## config.mk

```make
export PLATFORM = sky130hd
export DESIGN_NAME = uart_rx_deserializer
export DESIGN_NICKNAME = d
export VERILOG_FILES = /design/src/rtl/uart_rx_pkg.sv /design/src/rtl/majority3_sampler.sv /design/src/rtl/uart_rx_deserializer.sv
export SDC_FILE = /design/constraint.sdc
export NUM_CORES = 1
export LEC_CHECK = 0
export BUFFER_PORTS_ARGS = -buffer_cell sky130_fd_sc_hd__buf_2
export CAP_MARGIN = 20
export CELL_PAD_IN_SITES_DETAIL_PLACEMENT = 1
export CELL_PAD_IN_SITES_GLOBAL_PLACEMENT = 1
export CORE_MARGIN = 2
export CORE_UTILIZATION = 26
export DETAILED_ROUTE_END_ITERATION = 6
export GPL_ROUTABILITY_DRIVEN = 1
export PLACE_DENSITY_LB_ADDON = 0.1
export SLEW_MARGIN = 20
export SYNTH_ARGS = -nofsm -noshare
export SYNTH_HDL_FRONTEND = slang
export SYNTH_HIERARCHICAL = 1
export SYNTH_SLANG_ARGS = --single-unit
```

## constraint.sdc

```tcl
create_clock -name clk -period 1.5 [get_ports clk]
set_input_delay 0.3 -clock clk [delete_from_list [all_inputs] [get_ports clk]]
set_output_delay 0.3 -clock clk [all_outputs]
set_load 0.01 [all_outputs]
```

## src/rtl/uart_rx_pkg.sv

```systemverilog
// Shared types and helpers for the serial receiver's deserializer stage.
// Counter-to-slot/offset helpers take log2(OVERSAMPLE) so one body serves every build.
package uart_rx_pkg;

  typedef enum logic [1:0] {
    IDLE    = 2'd0,
    RUN     = 2'd1,
    RELEASE = 2'd2
  } rx_state_e;

  localparam int DEF_OVERSAMPLE = 16;
  localparam int DEF_DATA_BITS  = 8;

  function automatic logic [15:0] slot_of(input logic [15:0] cnt, input int unsigned os_log2);
    return cnt >> os_log2;
  endfunction

  function automatic logic [15:0] offset_of(input logic [15:0] cnt, input int unsigned os_log2);
    return cnt & ((16'd1 << os_log2) - 16'd1);
  endfunction

endpackage

```

## src/rtl/majority3_sampler.sv

```systemverilog
// Captures the line at the three centre ticks of a bit slot and votes on them.
// bit_strobe pulses the cycle after the last capture, while the counter is still in that slot.
module majority3_sampler #(
  parameter int OVERSAMPLE = 16,
  parameter int OFF_W      = $clog2(OVERSAMPLE)
) (
  input  logic             clk,
  input  logic             rst,
  input  logic             sample_en,
  input  logic             active,
  input  logic             in,
  input  logic [OFF_W-1:0] offset,
  output logic             bit_val,
  output logic             bit_strobe
);
  localparam int M = OVERSAMPLE / 2;

  logic [2:0] cap_q, cap_d;
  logic       strobe_q, strobe_d;
  logic       in_window;

  assign in_window = (offset == OFF_W'(M - 1)) || (offset == OFF_W'(M)) || (offset == OFF_W'(M + 1));

  always_comb begin
    cap_d    = cap_q;
    strobe_d = 1'b0;
    if (sample_en && active) begin
      if (in_window) cap_d = {cap_q[1:0], in};
      if (offset == OFF_W'(M + 1)) strobe_d = 1'b1;
    end
  end

  always_ff @(posedge clk or negedge rst) begin
    if (!rst) begin
      cap_q    <= 3'b000;
      strobe_q <= 1'b0;
    end else begin
      cap_q    <= cap_d;
      strobe_q <= strobe_d;
    end
  end

  assign bit_val    = (cap_q[0] & cap_q[1]) | (cap_q[0] & cap_q[2]) | (cap_q[1] & cap_q[2]);
  assign bit_strobe = strobe_q;

endmodule

```

## src/rtl/uart_rx_deserializer.sv

```systemverilog
// Frame deserializer: runs the oversampled bit counter after start-bit qualification,
// majority-samples data and stop bits, and presents the byte on a valid/ready output.
module uart_rx_deserializer
  import uart_rx_pkg::*;
#(
  parameter int OVERSAMPLE = DEF_OVERSAMPLE,
  parameter int DATA_BITS  = DEF_DATA_BITS,
  parameter int CNT_W      = 8
) (
  input  logic                 clk,
  input  logic                 rst,
  input  logic                 sample_en,
  input  logic                 enable,
  input  logic                 in,
  output logic [CNT_W-1:0]     counter,
  output logic [DATA_BITS-1:0] out_data,
  output logic                 out_valid,
  input  logic                 out_ready,
  output logic                 frame_err,
  output logic                 overrun,
  output logic                 frame_done,
  output rx_state_e            dbg_state
);
  localparam int OS_LOG2   = $clog2(OVERSAMPLE);
  localparam int FRAME_LEN = OVERSAMPLE * (DATA_BITS + 2);
  localparam logic [CNT_W-1:0] LAST_CNT = CNT_W'(FRAME_LEN - 1);

  rx_state_e            state_q, state_d;
  logic [CNT_W-1:0]     counter_q, counter_d;
  logic [DATA_BITS-1:0] shift_q, shift_d;
  logic                 stop_ok_q, stop_ok_d;
  logic [DATA_BITS-1:0] out_data_q, out_data_d;
  logic                 out_valid_q, out_valid_d;
  logic                 frame_err_q, frame_err_d;
  logic                 overrun_q, overrun_d;
  logic                 frame_done_q, frame_done_d;

  logic [15:0]          slot;
  logic [OS_LOG2-1:0]   offset;
  logic                 bit_val;
  logic                 bit_strobe;

  assign slot   = slot_of(16'(counter_q), OS_LOG2);
  assign offset = OS_LOG2'(offset_of(16'(counter_q), OS_LOG2));

  majority3_sampler #(
    .OVERSAMPLE (OVERSAMPLE),
    .OFF_W      (OS_LOG2)
  ) u_sampler (
    .clk        (clk),
    .rst        (rst),
    .sample_en  (sample_en),
    .active     (state_q == RUN),
    .in         (in),
    .offset     (offset),
    .bit_val    (bit_val),
    .bit_strobe (bit_strobe)
  );

  // Output handshake: a byte transfers on any cycle where out_valid and out_ready are both 1.
  // out_data/frame_err stay frozen while out_valid is 1 and the byte has not transferred; a
  // frame ending while the output is still full (and not being taken) is dropped and sets overrun.
  always_comb begin
    state_d      = state_q;
    counter_d    = counter_q;
    shift_d      = shift_q;
    stop_ok_d    = stop_ok_q;
    out_data_d   = out_data_q;
    out_valid_d  = out_valid_q;
    frame_err_d  = frame_err_q;
    overrun_d    = overrun_q;
    frame_done_d = 1'b0;

    if (out_valid_q && out_ready) out_valid_d = 1'b0;

    unique case (state_q)
      IDLE: begin
        counter_d = '0;
        if (enable) state_d = RUN;
      end
      RUN: begin
        if (bit_strobe) begin
          if (slot >= 16'd1 && slot <= 16'(DATA_BITS)) shift_d = {bit_val, shift_q[DATA_BITS-1:1]};
          else if (slot == 16'(DATA_BITS + 1)) stop_ok_d = bit_val;
        end
        if (sample_en) begin
          if (counter_q == LAST_CNT) begin
            counter_d    = '0;
            state_d      = RELEASE;
            frame_done_d = 1'b1;
            if (!out_valid_q || out_ready) begin
              out_data_d  = shift_q;
              frame_err_d = !stop_ok_q;
              out_valid_d = 1'b1;
            end else begin
              overrun_d = 1'b1;
            end
          end else begin
            counter_d = counter_q + CNT_W'(1);
          end
        end
      end
      RELEASE: begin
        // Hold here until the detector drops enable, so a sticky enable cannot re-trigger.
        counter_d = '0;
        if (!enable) state_d = IDLE;
      end
      default: state_d = IDLE;
    endcase
  end

  always_ff @(posedge clk or negedge rst) begin
    if (!rst) begin
      state_q      <= IDLE;
      counter_q    <= '0;
      shift_q      <= '0;
      stop_ok_q    <= 1'b0;
      out_data_q   <= '0;
      out_valid_q  <= 1'b0;
      frame_err_q  <= 1'b0;
      overrun_q    <= 1'b0;
      frame_done_q <= 1'b0;
    end else begin
      state_q      <= state_d;
      counter_q    <= counter_d;
      shift_q      <= shift_d;
      stop_ok_q    <= stop_ok_d;
      out_data_q   <= out_data_d;
      out_valid_q  <= out_valid_d;
      frame_err_q  <= frame_err_d;
      overrun_q    <= overrun_d;
      frame_done_q <= frame_done_d;
    end
  end

  assign counter    = counter_q;
  assign out_data   = out_data_q;
  assign out_valid  = out_valid_q;
  assign frame_err  = frame_err_q;
  assign overrun    = overrun_q;
  assign frame_done = frame_done_q;
  assign dbg_state  = state_q;

endmodule

```

==> results of run 1 <==
[synth_stat cells, types with 2 or more instances]
cell and n:
a21oi_1 3, a31oi_1 3, and3_1 2, dfrtp_1 35
inv_1 5, mux2_1 3, mux2_2 17, nand2_1 5
nand3_1 5, nand4_1 2, nor2_1 7, nor2b_1 2
o21ai_0 2, xnor2_1 2, xor2_1 3
[layout by cell type (no fill, tap or decap), drive strengths merged, types with 2 or more instances in the layout]
| cell | n |
|---|---|
| a21oi | 4 |
| nand4 | 2 |
| dfrtp | 35 |
| nand3 | 5 |
| xnor2 | 2 |
| and3 | 3 |
| nor3 | 2 |
| nor2b | 2 |
| buf | 51 |
| nor2 | 7 |
| xor2 | 3 |
| mux2 | 20 |
| nand2 | 6 |
| a31oi | 3 |
| clkbuf | 7 |
| inv | 5 |
| o21ai | 2 |
[cell families (layout without fill, tap and decap cells)]
logic type	Yosys count	after routing	share of synthesized area (%)
buffers and inverters	6	64	1.58
flip-flops	35	35	58.3
AO/OA/AOI/OAI	13	13	6.08
XOR/XNOR	5	5	2.91
adder cells (fa/ha/maj)	2	2	1.50
AND/OR/NAND/NOR	34	34	14.0
multiplexers	21	21	15.7
[timing repair]
| item | 4_1_cts | 5_1_grt |
|---|---|---|
| resized for setup | 0 | 18 |
| pin swaps | 0 | 4 |
| buffers inserted | 0 | 3 |
| endpoints found under the setup margin | 17 | 23 |
[flip-flops by register name, indices dropped and copies added (netlist names)]
| register | cells |
|---|---|
| out_data | 8 |
| frame_done | 1 |
| shift_q | 8 |
| u_sampler/cap_q | 3 |
| counter | 8 |
| overrun | 1 |
| out_valid | 1 |
| u_sampler/bit_strobe | 1 |
| frame_err | 1 |
| stop_ok_q | 1 |
| dbg_state | 2 |
[final timing paths]
check,endpoint,slack [ps],cells after the start
min reg2reg,frame_err,460,1
min in group clk,u_sampler/cap_q[0],240,2
max reg2reg,out_data[1],-70,5
max in group asynchronous,counter[1],1020,2
min,out_data[4],-10,1
max,out_data[1],-70,5
[per-layer routing]
| layer | up-vias | GRT usage, % | routed length (um) |
|---|---|---|---|
| li1 | 522 | - | - |
| met1 | 536 | 15.0 | 1650 |
| met2 | 21 | 19.3 | 1640 |
| met3 | 5 | 3.39 | 148 |
| met4 | 0 | 4.07 | 40 |
| met5 | - | 0 | 0 |
[worst register-to-register path, stage by stage, from the launching register on]
cell	delay, ps
dfrtp_2	410
and4bb_4	350
nand2_4	60
nor3_4	140
buf_12	150
mux2_2	330
[area by class of cell]
class | count | area, um^2
sequential | 35 | 880
timing repair buffer | 51 | 360
clock buffer | 7 | 76.3
fill | 623 | 3430
inverter | 5 | 18.8
tap | 72 | 90.1
multi-input combinational | 75 | 681
clock inverter | 1 | 5.00
[power groups by stage]
stage                     Clock, mW  Combinational, mW  Sequential (mW)
after CTS                     0.679              0.637             1.15
after global routing          0.721              0.771             1.17
final                         0.644              0.693             1.16
after floorplan                   0              0.256             1.23
after detailed placement          0              0.633             1.16
after global placement            0              0.619             1.16
[per-stage QoR]
stage,setup slack [ps],hold slack [ps],cells,power (mW)
global placement,-61.0,299,235,1.78
floorplan,-146,4.41,116,1.49
CTS,-86.1,0.414,243,2.46
finish,-68.9,-11.8,246,2.49
global route,-146,14.0,246,2.67
detailed placement,-70.8,314,235,1.80
==> summary.txt, run 1 <==
Outcome - finished, violations left
Violated checks - hold timing, setup timing
Biggest area consumer among synthesized cells - dfrtp_1
DRC violations left - 0
Max Fclk - 0.637 GHz
Final setup margin - -68.9 ps
Worst Hold Class - primary input to asynchronous set/reset pin
Worst-margin pin slew - 525 ps
Final Hold Violating Endpoints - 11
Flop pwr share - 46.4%
Register bit total from synthesis - 35
Setup-failing EPs final - 12
Site row count - 27
Yosys Warn Count - 6
Wire per inst - 14.1 um
Crit-path cells - and4bb_4 -> nand2_4 -> nor3_4 -> buf_12 -> mux2_2
Reg2reg start - counter[5]
Vias/cell - 4.41
Switching power - 743 uW
Vias in the first global route - 1229
Number of buffers created by CTS - 5
Clk pwr share - 25.8%
Slowest cell on the critical path - dfrtp_2
Top cell type's share of synthesized area - 58.3%
Min Tclk post-route - 1570 ps
Setup crit end kind - register
Synthesized area per cell - 13.0 um^2
Worst Setup SP - counter[5]
Die width - 80.0 um
Crit path arrival time - 1730 ps
Max Buffers Root-to-Sink - 2
Routability Congestion - 0.735
Cell area after synthesis - 1500 um^2
CP Buf/Inv Count - 1
H-Tree Level Count - 2
Initial antenna violation count - 0
Part of the cycle the worst path needs - 105%
Total Wirelength - 3480 um
CTS Root Cell - clkbuf_8
Antenna-violating nets left - 0
Area post-placement - 1930 um^2
Leakage power - 1.07 nW
VDD IR max - 0.000451 V
Delay-heaviest family, CP - simple AND/OR/NAND/NOR gates
WS Path Type - register to register
Hold-fix buffer count after cts - 0
RSZ-0062 raised after global routing - yes
First DRT Iteration DRCs - 25
Die ar. - 6400 um^2
Cell Pwr Density - 1180 nW/um^2
CP max stage delay - 410 ps
First-pass GRT wire length - 5850 um
Netlist cell types - 35
Register area share after synthesis - 58.3%
Comb power frac - 27.8%
Placeable Area - 5540 um^2
Via count - 1084
Switching Share - 29.8%
Synth top area cells - dfrtp_1, mux2_2, mux2_1
Setup crit start kind - register
Fraction of layout cells with a size suffix above 1 - 51.7%
CTS tree - yes
Global route total overflow - 0
Pin count of the biggest net entering global routing - 20
Die H - 80.0 um
Worst EP required - 1660 ps
Post-synth ARST share - 100%
CP Max Fanout - 9
Worst hold slack - -11.8 ps
Final net count - 180
EDFF count, synth - 0
Final Instance Area - 2110 um^2
Clock Latency Late Sink - 280 ps
Setup_tns - -483 ps
Max Clock Skew - 5.31 ps
CTS sink cnt - 35
Hpwl dp - 2570 um
Worst slew margin - 65.0%
Number of inserted diodes - 0
Most used DFF post-synth - dfrtp_1
Initial Util - 27.1%
Util after Layout - 38.1%
Area Growth Syn to Fin - 40.5%
Global-route usage over all layers - 11.9%
Total of max-cap violations - 0
Cell Int Power - 1.75 mW
Max-slew violations - 0
1st-pass router iterations - 2
Gate Count Post-Synth - 116
Count of input and output buffers - 27
Post-Syn Nets - 123
CTS clk-pin slew, worst paths - 70 ps
Top Ports - 28
Power figures use the tool's default switching activity.
==> inputs of run 2 (changes only) <==
--- a/config.mk
+++ b/config.mk
@@ -12,3 +12,3 @@
 export CORE_MARGIN = 2
-export CORE_UTILIZATION = 26
+export CORE_UTILIZATION = 39
 export DETAILED_ROUTE_END_ITERATION = 6
--- a/constraint.sdc
+++ b/constraint.sdc
@@ -3,2 +3,2 @@
 set_output_delay 0.3 -clock clk [all_outputs]
-set_load 0.01 [all_outputs]
+set_load 0.05 [all_outputs]
==> run 2 against run 1 <==
The flow finishes with violations (setup timing). Power rose by 19%. Sequential share of layout area fell by 0.27 points. Critical path depth did not move. Register-to-register slack got worse by 40 ps. Flip-flop and latch count did not move. Routed wire length rose by 0.95%. Clock power rose by 34%. Clock skew barely moved. Die area fell by 32%. Sequential power barely moved. Critical path type unchanged. Largest power group unchanged.
==> summary.txt, run 2 (synthesis gave the netlist of run 1 again) <==
Global-route usage over all layers - 17.8% (+6.0 points)
Final net count - 181 (+0.56%)
Hold Crit Start - in
Initial Util - 40.7% (+14 points)
H-Tree Level Count - 2 (unchanged)
RSZ-0062 raised after global routing - yes
R2R Setup Slk - -110 ps (-40 ps)
Min Tclk post-route - 1610 ps (+38.7 ps)
Commonest non-fill, non-tap cell in the layout - buf_2
Site row count - 22 (-19%)
Worst Setup SP - counter[6]
Count of input and output buffers - 27 (unchanged)
Wire per inst - 15.8 um (+11%)
Slowest cell on the critical path - dfrtp_2
Fraction of layout cells with a size suffix above 1 - 57.7% (+6.0 points)
CP max stage delay - 430 ps (+20 ps)
Setup_tns - -970 ps (-487 ps)
Final Hold Violating Endpoints - 0 (-11)
Cell Int Power - 2.01 mW (+15%)
Vias/cell - 4.93 (+12%)
Pin count of the biggest net entering global routing - 20 (unchanged)
Total of max-cap violations - 0 (unchanged)
Initial antenna violation count - 0 (unchanged)
Placeable Area - 3690 um^2 (-33%)
Antenna-violating nets left - 0 (unchanged)
DRC violations left - 0 (unchanged)
CP Buf/Inv Count - 1 (unchanged)
Setup crit end kind - register
Vias in the first global route - 1134 (-7.7%)
Area Growth Syn to Fin - 42.8%
WHS Path Cells - 2
1st-pass router iterations - 4 (+2)
Crit path arrival time - 1780 ps (+50 ps)
Setup crit start kind - register
Total Wirelength - 3510 um (+0.95%)
Crit-path cells - and4bb_4 -> nand2_4 -> nor3_4 -> buf_12 -> mux2_2
Number of inserted diodes - 0 (unchanged)
Reg2reg start - counter[6]
First-pass GRT wire length - 5570 um (-4.8%)
Switching Share - 32.4% (+2.6 points)
Clock Latency Late Sink - 290 ps (about the same)
CTS sink cnt - 35 (unchanged)
Outcome - finished, violations left
Max Fclk - 0.622 GHz (-2.4%)
Global route total overflow - 0 (unchanged)
CTS tree - yes
Die ar. - 4370 um^2 (-32%)
Top Ports - 28 (unchanged)
Cell Pwr Density - 1380 nW/um^2 (+17%)
CTS clk-pin slew, worst paths - 70 ps (about the same)
Most frequent cells in the layout - buf_2, dfrtp_1, buf_4
Crit Reg-Reg Endpoint - out_data[5]
Final setup margin - -108 ps (-38.7 ps)
Worst r2r path cells - 5 (unchanged)
Max-slew violations - 0 (unchanged)
CTS Root Cell - clkbuf_8
Worst-margin pin slew - 411 ps (-115 ps)
Switching power - 962 uW (+29%)
Max Clock Skew - 5.43 ps (+0.125 ps)
Setup slack after placement - -99.3 ps (-28.5 ps)
Worst EP required - 1670 ps (about the same)
Worst Hold Path EP - u_sampler/cap_q[0]
Power Total - 2.97 mW (+19%)
Worst Hold Class - primary input to register
Die width - 66.1 um (-17%)
Part of the cycle the worst path needs - 107% (+2.6 points)
Setup-failing EPs final - 18 (+6)
Delay-heaviest family, CP - simple AND/OR/NAND/NOR gates
WS Path Type - register to register
Worst slew margin - 72.6% (+7.6 points)
Leakage power - 1.09 nW (+2.1%)
First DRT Iteration DRCs - 30 (+20%)
Comb power frac - 31.0% (+3.2 points)
Via count - 1099 (+1.4%)
Max Buffers Root-to-Sink - 2 (unchanged)
Hpwl dp - 2460 um (-4.5%)
Number of buffers created by CTS - 5 (unchanged)
VDD IR max - 0.000769 V (+70%)
CP Max Fanout - 9 (unchanged)
Die H - 66.1 um (-17%)
Clk pwr share - 29.1% (+3.3 points)
Violated checks - setup timing
Routability Congestion - 0.734 (-0.23%)
Flop pwr share - 39.9% (-6.5 points)
-- run 2: final cells by class --
class | instances | area, um^2
Timing Repair Buffer | 52 | 362
Inverter | 5 | 18.8
Multi-Input combinational cell | 75 | 699
Clock buffer | 6 | 82.6
Clock inverter | 2 | 35.0
Sequential cell | 35 | 888
Tap cell | 48 | 60.1
Fill cell | 389 | 1540
-- run 2: worst reg2reg max path: stages, from the launching register on --
cell and delay, ps:
dfrtp_2 430, and4bb_4 360, nand2_4 70, nor3_4 150
buf_12 160, mux2_2 330
-- run 2: repair_timing --
action,CTS,global route
buffers inserted,4,1
hold buffers,1,0
pin swaps,2,3
resized for setup,6,15
endpoints found under the setup margin,18,21
endpoints found under the hold margin,16,0
-- run 2: layer usage --
| metal | track usage, % | vias up | wire (um) |
|---|---|---|---|
| li1 | - | 527 | - |
| met1 | 20.8 | 543 | 1520 |
| met2 | 29.7 | 24 | 1780 |
| met3 | 5.62 | 5 | 142 |
| met4 | 8.42 | 0 | 69 |
| met5 | 0 | - | 0 |
-- run 2: worst max-delay path by stage --
stage,to,slack [ps],cells after the start
finish,out_data[5],-110,5
global route,out_data[2],-150,5
CTS,out_data[4],-110,5
detailed placement,out_data[1],-100,5
global placement,out_data[1],-70,5
floorplan,out_data[0],-270,5
-- run 2: metrics by stage --
stage / cell area [um^2] / utilization (%) / std cells / hold slack (ps)
after detailed placement: 1900 / 51.4 / 209 / 254
final: 2150 / 58.2 / 223 / 246
after floorplan: 1540 / - / 116 / 4.41
after CTS: 2080 / 56.3 / 222 / 238
after global placement: 1900 / 51.4 / 209 / 247
after global routing: 2150 / 58.2 / 223 / 244
-- run 2: power groups by stage --
| stage | clock (mW) | sequential, mW | combinational (mW) |
|---|---|---|---|
| 4_1_cts | 0.896 | 1.18 | 0.907 |
| 3_5_place_dp | 0 | 1.21 | 0.823 |
| 6_report | 0.864 | 1.18 | 0.922 |
| 5_1_grt | 0.931 | 1.21 | 0.991 |
| 3_3_place_gp | 0 | 1.20 | 0.804 |
| 2_1_floorplan | 0 | 1.45 | 0.287 |
==> inputs of run 3 (changes only) <==
- CORE_MARGIN: 2 -> 1.5
- CORE_UTILIZATION: 39 -> 30
- CTS_BUF_LIST: not set -> sky130_fd_sc_hd__clkbuf_8 sky130_fd_sc_hd__clkbuf_16
==> run 3 against run 2 <==
The flow still finishes with violations (setup timing). Flip-flop and latch count did not move. Routed wire length fell by 7.9%. Critical path depth did not move. Critical endpoint unchanged. Largest cell class unchanged.
==> summary.txt, run 3 (synthesis gave the netlist of run 1 again) <==
Outcome - finished, violations left
Violated checks - setup timing
Final net count - 180 (-0.55%)
Area Growth Syn to Fin - 39.1%
Worst hold slack - 245 ps (-0.147 ps)
Cell Pwr Density - 1320 nW/um^2 (-4.6%)
CP Buf/Inv Count - 1 (unchanged)
Placeable Area - 4790 um^2 (+30%)
CTS clk-pin slew, worst paths - 70 ps (about the same)
Max Clock Skew - 4.93 ps (-0.501 ps)
Worst EP required - 1670 ps (about the same)
RSZ-0062 raised after global routing - yes
Delay-heaviest family, CP - simple AND/OR/NAND/NOR gates
FF/Latch Area - 888 um^2 (unchanged)
Final Hold Violating Endpoints - 0 (unchanged)
Vias/cell - 4.54 (-7.8%)
Hpwl dp - 2410 um (-1.9%)
1st-pass router iterations - 4 (unchanged)
First DRT Iteration DRCs - 30 (unchanged)
Fraction of layout cells with a size suffix above 1 - 56.9% (-0.82 points)
Total of max-cap violations - 0 (unchanged)
Worst Hold Class - primary input to register
Setup crit start kind - register
DRC violations left - 0 (unchanged)
Switching Share - 35.3% (+2.9 points)
Initial antenna violation count - 0 (unchanged)
Vias in the first global route - 1148 (+1.2%)
Most frequent cells in the layout - buf_2, dfrtp_1, buf_4
Setup crit end kind - register
Number of buffers created by CTS - 5 (unchanged)
Switching power - 974 uW (+1.2%)
CTS tree - yes
Crit path arrival time - 1770 ps (about the same)
Worst slew margin - 73.3% (+0.63 points)
Max Buffers Root-to-Sink - 2 (unchanged)
WS Path Type - register to register
Die width - 73.8 um (+12%)
Global route total overflow - 0 (unchanged)
Total Wirelength - 3240 um (-7.9%)
Final setup margin - -98.0 ps (+9.61 ps)
Number of inserted diodes - 0 (unchanged)
Wire per inst - 13.4 um (-15%)
Comb power frac - 33.7% (+2.7 points)
Clock Latency Late Sink - 290 ps (about the same)
Setup-failing EPs final - 16 (-2)
Pin count of the biggest net entering global routing - 20 (unchanged)
CP Max Fanout - 9 (unchanged)
Max-slew violations - 0 (unchanged)
CP max stage delay - 430 ps (about the same)
Cell Int Power - 1.79 mW (-11%)
H-Tree Level Count - 2 (unchanged)
Max Fclk - 0.626 GHz (+0.60%)
Die H - 73.8 um (+12%)
Number of fill cells - 520 (+34%)
Global-route usage over all layers - 13.9% (-3.9 points)
Multi-input logic area - 653 um^2 (-6.6%)
First-pass GRT wire length - 5600 um (+0.48%)
Flop pwr share - 42.3% (+2.4 points)
Site row count - 25 (+14%)
Routability Congestion - 0.727 (-0.89%)
Min Tclk post-route - 1600 ps (-9.61 ps)
VDD IR max - 0.000613 V (-20%)
Clk pwr share - 24.0% (-5.1 points)
Top Ports - 28 (unchanged)
Worst-margin pin slew - 401 ps (-9.49 ps)
CTS sink cnt - 35 (unchanged)
Antenna-violating nets left - 0 (unchanged)
Power Total - 2.76 mW (-7.1%)
Initial Util - 31.4% (-9.3 points)
Part of the cycle the worst path needs - 107% (-0.64 points)
CTS Root Cell - clkbuf_8
Count of input and output buffers - 27 (unchanged)
Die ar. - 5440 um^2 (+25%)
Slowest cell on the critical path - dfrtp_2
Leakage power - 1.06 nW (-2.8%)
Crit-path cells - and4bb_4 -> nand2_4 -> nor3_4 -> buf_12 -> mux2_2
Commonest non-fill, non-tap cell in the layout - buf_2
Via count - 1095 (-0.36%)
==> run 3: cell types whose count changed in the layout (fill, tap and decap cells not counted), sizes merged <==
cell / previous run / this run
clkbuf: 6 / 5
bufinv: 1 / 0
buf: 51 / 50
inv: 5 / 6
clkinvlp: 0 / 1
==> run 3: per-stage QoR <==
step	instance area (um^2)	instances	setup TNS [ps]	utilization, %	worst slack, ps
after floorplan	1540	116	-4120	-	-275
after global placement	1950	230	-1060	40.7	-67.0
after detailed placement	1950	230	-1300	40.7	-95.5
after CTS	2070	241	-1490	43.2	-113
after global routing	2090	241	-2990	43.7	-169
final	2090	241	-1080	43.7	-98.0
==> run 3: repair_timing <==
item                                    CTS  global route
setup buffers                             2             0
hold buffers                              1             0
hold endpoints to repair                 16             0
gates resized for setup                   3             7
endpoints found under the setup margin   18            26
pin swaps                                 1             4
==> run 3: final timing paths <==
path,start,endpoint,slack [ps],cells after the start
min,in,u_sampler/cap_q[0],250,2
max reg2reg,counter[6],out_data[5],-100,5
min reg2reg,stop_ok_q,frame_err,450,1
min in group asynchronous,rst,out_data[6],480,2
max in group asynchronous,rst,counter[7],570,3
max,counter[6],out_data[5],-100,5
==> run 3: area by class of cell <==
| class | count | area share [%] |
|---|---|---|
| inverters | 5 | 0.898 |
| flip-flops and latches | 35 | 42.5 |
| clock inverters | 3 | 0.778 |
| repair buffers | 51 | 17.3 |
| multi-input cells | 75 | 31.2 |
| clock buffers | 5 | 3.29 |
| well taps | 67 | 4.01 |
==> run 3: power by group through the flow <==
| stage | clock, mW | combinational [mW] | sequential, mW |
|---|---|---|---|
| after global routing | 0.730 | 1.01 | 1.20 |
| final | 0.662 | 0.930 | 1.17 |
| after detailed placement | 0 | 0.871 | 1.18 |
| after floorplan | 0 | 0.287 | 1.45 |
| after CTS | 0.687 | 0.906 | 1.17 |
| after global placement | 0 | 0.860 | 1.18 |
==> run 3: worst register-to-register path, stage by stage, from the launching register on <==
cell and delay [ps]:
dfrtp_2 430, and4bb_4 360, nand2_4 60, nor3_4 150, buf_12 160, mux2_2 330
==> run 3: per-layer routing <==
metal	global-route usage, %	vias to the layer above	routed length, um
met5	0	-	0
met4	6.79	0	61
met3	3.84	5	114
met2	20.8	21	1510
met1	18.3	549	1550
li1	-	520	-
